### config.mk
export PLATFORM = sky130hd
export DESIGN_NAME = pe_dot_accum_4xpack
export DESIGN_NICKNAME = d
export VERILOG_FILES = /design/src/rtl/pe_dot_accum_4xpack.sv
export SDC_FILE = /design/constraint.sdc
export NUM_CORES = 2
export LEC_CHECK = 0
export ABC_AREA = 1
export CELL_PAD_IN_SITES_DETAIL_PLACEMENT = 1
export CELL_PAD_IN_SITES_GLOBAL_PLACEMENT = 1
export CORE_MARGIN = 2
export CORE_UTILIZATION = 42
export CTS_CLUSTER_SIZE = 25
export DETAILED_ROUTE_END_ITERATION = 7
export PLACE_DENSITY = 0.92
export SLEW_MARGIN = 20
export SYNTH_ARGS = -nofsm -noshare
export SYNTH_HDL_FRONTEND = slang
export SYNTH_SLANG_ARGS = --single-unit
### constraint.sdc
create_clock -name clock -period 5.6 [get_ports clock]
set_input_delay 1.12 -clock clock [delete_from_list [all_inputs] [get_ports clock]]
set_output_delay 1.12 -clock clock [all_outputs]
set_load 0.01 [all_outputs]
### src/rtl/pe_dot_accum_4xpack.sv
// pe_dot_accum_4xpack: reduces 4x-packed sign-magnitude products per lane, accumulates first..last runs,
// and presents results via a valid/ready register. Define PE_DOT_ACCUM_SAT_EN for saturating accumulation.
module pe_dot_accum_4xpack #(
    parameter int DOT_SIZE          = 8,
    parameter int MULT_OUTPUT_WIDTH = 9,
    parameter int MULT_LATENCY      = 3,
    parameter int ACCUM_WIDTH       = 24
) (
    input  logic                                                   clock,
    input  logic                                                   reset,
    input  logic                                                   i_valid,
    input  logic                                                   i_first,
    input  logic                                                   i_last,
    input  logic [1:0][1:0][DOT_SIZE-1:0][MULT_OUTPUT_WIDTH-1:0] i_mult_output,
    input  logic                                                   i_ready,
    output logic                                                   o_valid,
    output logic [1:0][1:0][ACCUM_WIDTH-1:0]                       o_result,
    output logic                                                   o_overflow
);
    localparam int MW = MULT_OUTPUT_WIDTH;
    localparam int AW = ACCUM_WIDTH;

    logic [MULT_LATENCY-1:0] r_dv, r_df, r_dl;
    logic r_a_vld, r_a_first, r_a_last, r_b_vld, r_b_first, r_b_last;
    logic [1:0][1:0][DOT_SIZE-1:0][AW-1:0] w_a, r_a;
    logic [1:0][1:0][AW-1:0] w_b, r_b, r_acc, w_acc_next;
    logic w_load;

    always_ff @(posedge clock) begin
        if (reset) begin
            r_dv <= '0;
            r_df <= '0;
            r_dl <= '0;
        end else begin
            r_dv[0] <= i_valid;
            r_df[0] <= i_first;
            r_dl[0] <= i_last;
            for (int i = 1; i < MULT_LATENCY; i++) begin
                r_dv[i] <= r_dv[i-1];
                r_df[i] <= r_df[i-1];
                r_dl[i] <= r_dl[i-1];
            end
        end
    end

    always_comb begin
        w_a = '0;
        for (int f = 0; f < 2; f++)
            for (int k = 0; k < 2; k++)
                for (int i = 0; i < DOT_SIZE; i++)
                    w_a[f][k][i] = i_mult_output[f][k][i][MW-1] ? AW'(0) - AW'(i_mult_output[f][k][i][MW-2:0])
                                                                 : AW'(i_mult_output[f][k][i][MW-2:0]);
    end

    always_comb begin
        w_b = '0;
        for (int f = 0; f < 2; f++)
            for (int k = 0; k < 2; k++)
                for (int i = 0; i < DOT_SIZE; i++)
                    w_b[f][k] = w_b[f][k] + r_a[f][k][i];
    end

    always_ff @(posedge clock) begin
        r_a <= w_a;
        r_b <= w_b;
    end

    always_ff @(posedge clock) begin
        if (reset) begin
            r_a_vld   <= 1'b0;
            r_a_first <= 1'b0;
            r_a_last  <= 1'b0;
            r_b_vld   <= 1'b0;
            r_b_first <= 1'b0;
            r_b_last  <= 1'b0;
        end else begin
            r_a_vld   <= r_dv[MULT_LATENCY-1];
            r_a_first <= r_df[MULT_LATENCY-1];
            r_a_last  <= r_dl[MULT_LATENCY-1];
            r_b_vld   <= r_a_vld;
            r_b_first <= r_a_first;
            r_b_last  <= r_a_last;
        end
    end

`ifdef PE_DOT_ACCUM_SAT_EN
    logic [1:0][1:0] r_sat, w_sat_next;
    logic [AW:0] w_wide;

    // once a lane clips it holds the limit until the next first vector
    always_comb begin
        w_acc_next = r_acc;
        w_sat_next = r_sat;
        w_wide     = '0;
        for (int f = 0; f < 2; f++)
            for (int k = 0; k < 2; k++) begin
                w_wide = {r_acc[f][k][AW-1], r_acc[f][k]} + {r_b[f][k][AW-1], r_b[f][k]};
                if (r_b_first) begin
                    w_acc_next[f][k] = r_b[f][k];
                    w_sat_next[f][k] = 1'b0;
                end else if (!r_sat[f][k]) begin
                    w_sat_next[f][k] = w_wide[AW] != w_wide[AW-1];
                    w_acc_next[f][k] = (w_wide[AW] == w_wide[AW-1]) ? w_wide[AW-1:0] :
                                       w_wide[AW] ? {1'b1, {(AW-1){1'b0}}} : {1'b0, {(AW-1){1'b1}}};
                end
            end
    end

    always_ff @(posedge clock) begin
        if (reset)
            r_sat <= '0;
        else if (r_b_vld)
            r_sat <= w_sat_next;
    end
`else
    always_comb begin
        w_acc_next = '0;
        for (int f = 0; f < 2; f++)
            for (int k = 0; k < 2; k++)
                w_acc_next[f][k] = r_b_first ? r_b[f][k] : r_acc[f][k] + r_b[f][k];
    end
`endif

    always_ff @(posedge clock) begin
        if (reset)
            r_acc <= '0;
        else if (r_b_vld)
            r_acc <= w_acc_next;
    end

    assign w_load = r_b_vld & r_b_last;

    always_ff @(posedge clock) begin
        if (reset) begin
            o_valid    <= 1'b0;
            o_result   <= '0;
            o_overflow <= 1'b0;
        end else if (w_load && (!o_valid || i_ready)) begin
            o_valid  <= 1'b1;
            o_result <= w_acc_next;
        end else if (w_load) begin
            o_overflow <= 1'b1;
        end else if (i_ready) begin
            o_valid <= 1'b0;
        end
    end
endmodule

==> impl_metrics.env <==
export IMPL_rr_endpoint="r_b[86]"
export IMPL_min_period_over_period_pct=82.2
export IMPL_synth_edf_count=0
export IMPL_min_path_cells=2
export IMPL_fp_row_count=107
export IMPL_numPortBuffers=391
export IMPL_crit_type="flop to flop"
export IMPL_gr_total_overflow=0
export IMPL_drtIter0Drc=1622
export IMPL_worstHoldEndpoint="r_b_first"
export IMPL_clock_skew_ns=0.0250
export IMPL_worst_slew_pin_slew_ns=1.04
export IMPL_synth_area_leaders="dfxtp_1 31%, inv_1 13%, fa_1 13%"
export IMPL_seq_area_frac_synth_pct=30.9
export IMPL_hold_violations=0
export IMPL_clk_latency_ns=0.63
export IMPL_area_growth_pct=20.6
export IMPL_setup_tns_ns=0
export IMPL_start_util_pct=42.5
export IMPL_arrival_ns=5.09
export IMPL_n_fill_cell=10775
export IMPL_h_tree_depth=3
export IMPL_clk_pin_slew_ns=0.06
export IMPL_finalCriticalPeriod_ns=4.60
export IMPL_drive_gt1_share_pct=3.36
export IMPL_cts_made_buffers=71
export IMPL_grt_usage_pct=28.2
export IMPL_end_kind="flop"
export IMPL_fmax_mhz=217
export IMPL_first_pass_iters=5
export IMPL_io_pins=392
export IMPL_yosys_warnings=0
export IMPL_die_area_sq_um=88900
export IMPL_clock_path_buffers=3
export IMPL_ir_drop_v=0.000385
export IMPL_cp_max_fo=3
export IMPL_cap_violations=0
export IMPL_grt_pass1_wl_mm=199
export IMPL_slowest_stage="fa_1"
export IMPL_synth_area_per_cell_sq_um=7.18
export IMPL_path_cells="inv_1 > fa_1 > inv_1 > fa_1 > fa_1 > inv_1 > fa_1 > inv_1 > ha_1 > inv_1 > fa_1 > o21ai_0 > nand2_1 > nand2_1 > a31oi_1 > nand3_1 > o21ai_0"
export IMPL_synth_area_leader_cell="dfxtp_1"
export IMPL_die_width_um=298
export IMPL_dpl_hpwl_mm=96.8
export IMPL_num_vias=33193
export IMPL_wl_mm=126
export IMPL_slew_headroom_pct=30.6
export IMPL_hold_slack_ns=0.400
export IMPL_nets=6164
export IMPL_finalSetupViolCount=0
export IMPL_status="complete, no violations"
export IMPL_ys_types=42
export IMPL_synthesis_nets=5776
export IMPL_async_flop_share_pct=0
export IMPL_final_area_sq_um=43800
export IMPL_p_leak_nw=23.3
export IMPL_antenna_found_initial=5
export IMPL_synth_top_cell_area_share_pct=30.9
export IMPL_r2r_setup_slack_ns=1.0
export IMPL_reg2reg_depth=17
export IMPL_worst_r2r_startpoint="r_a[578]"
export IMPL_crit_required_ns=6.08
export IMPL_viasPerCell=4.99
export IMPL_clock_sinks=561
export IMPL_cts_resized=0
export IMPL_grt_max_degree=127
export IMPL_cts_setup_buffers=0
export IMPL_netlist_area_sq_um=36400
export IMPL_core_region_area_sq_um=85500
export IMPL_ctsHoldBuffers=0
export IMPL_rsz0062_at_grt="false"
export IMPL_die_h_um=298
export IMPL_cts_tree="yes"
export IMPL_gp_congestion=0.891
export IMPL_synth_cells=5066
export IMPL_routedWlPerCell_um=18.9
export IMPL_powerDensity_nw_per_um2=528
export IMPL_holdCritPathClass="flop to flop"
export IMPL_grt_pass1_vias=36836
export IMPL_drc=0
export IMPL_clk_root_buffer_cell="clkbuf_16"
export IMPL_dpl_cell_area_sq_um=41400
export IMPL_synth_main_ff_cell="dfxtp_1"
export IMPL_ant_nets=0
export IMPL_final_max_slew_viol_count=0
export IMPL_yosys_register_bits=561
export IMPL_hold_path_startpoint="r_a_first"
export IMPL_cp_start_kind="flop"
export IMPL_slowest_delay_ns=0.57
==> worst max-delay path: cells and delay by family (launching register included) <==
kind            cells  cell delay [ns]
buf+inv             5             0.39
compound gates      3             0.66
simple gates        3             0.33
fa+ha+maj           6             2.77
flops               1             0.31
==> report_power, final <==
group	switching [mW]	total, mW	internal, mW	leakage, nW
clock	1.92	4.76	2.84	1.16
sequential	0.394	5.08	4.69	4.66
combinational	8.33	13.3	4.97	17.5
==> flip-flops by register name, indices dropped and copies added (netlist names) <==
signal,count
r_dl,3
r_dv,3
o_result,96
r_df,3
r_b_last,1
r_b_first,1
r_a_last,1
r_a_vld,1
r_acc,96
r_a_first,1
r_b,64
o_overflow,1
r_a,288
r_b_vld,1
o_valid,1
==> routing by layer <==
layer  global-route usage, %  share of wire [%]  vias up
met5                       0              0.010        -
met4                    13.7                5.2        2
met3                    4.35                3.9      333
met2                    51.2                 50      789
met1                    32.1                 41    16216
li1                        -                  -    15853
==> cell families (layout without fill, tap and decap cells) <==
| logic type | Yosys count | in the layout | synth area share (%) |
|---|---|---|---|
| other | 0 | 4 | 0 |
| AND/OR/NAND/NOR | 2121 | 2121 | 24.5 |
| AO/OA/AOI/OAI | 338 | 338 | 5.08 |
| flip-flops | 561 | 561 | 30.9 |
| multiplexers | 1 | 1 | 0.0275 |
| adder cells (fa/ha/maj) | 416 | 416 | 19.2 |
| buffers and inverters | 1386 | 1827 | 14.4 |
| XOR/XNOR | 243 | 243 | 5.85 |
==> cell usage in the layout (no fill, tap or decap), drive strengths merged, types with 103 or more instances in the layout <==
master / instances
clkdlybuf4s50: 390
inv: 1304
nand3: 249
xor2: 225
nand2: 1025
clkbuf: 103
nor2: 599
dfxtp: 561
ha: 180
fa: 236
o21ai: 166
==> cell usage after synthesis, types with 2 or more instances <==
master,count
buf_1,7
clkbuf_1,44
nand3_2,2
o21a_1,2
nor3_1,75
buf_4,2
or2_1,3
xnor2_1,18
a31oi_1,35
buf_2,32
o31ai_1,2
dfxtp_1,561
nor3b_1,32
o21ai_1,4
xor2_1,225
o21ai_0,161
or2_2,48
o211ai_1,16
nor2_1,591
nand3_1,247
and2_1,3
or3_1,2
nand4_1,23
a22oi_1,2
nand2_1,1020
nor4_1,32
fa_1,236
a21oi_1,99
nor2_2,8
o21bai_1,4
nand3b_1,30
ha_1,180
o2111ai_1,2
a21o_1,7
nand2_2,5
inv_1,1299
clkinv_1,2
==> through the flow <==
stage	std cells	total power, mW	setup slack (ns)	util (%)
after floorplan	5066	13.9	1.65	-
after global placement	6525	16.6	1.43	48.4
after detailed placement	6525	17.9	1.17	48.4
after CTS	6651	23.2	1.08	51.2
after global routing	6655	25.0	0.840	51.3
final	6655	23.2	0.996	51.3
==> area by class of cell <==
type | count | area (sq um) | share of cell area (%)
sequential | 561 | 11200 | 25.6
antenna | 4 | 10.0 | 0.0228
clock inverter | 23 | 343 | 0.782
tap | 1144 | 1430 | 3.26
clock buffer | 103 | 2050 | 4.67
timing repair buffer | 400 | 4010 | 9.14
multi-input combinational | 3119 | 19900 | 45.4
inverter | 1301 | 4880 | 11.1
==> worst max path at each step <==
stage               endpoint  cells past startpoint  slack, ns  startpoint
global route         r_b[86]                     17       0.84    r_a[578]
floorplan            r_b[13]                     13       1.65      r_a[8]
detailed placement   r_b[86]                     17       1.17    r_a[650]
global placement     r_b[86]                     17       1.43    r_a[650]
finish               r_b[86]                     17        1.0    r_a[578]
CTS                  r_b[86]                     17       1.08    r_a[578]
Power figures use the tool's default switching activity.
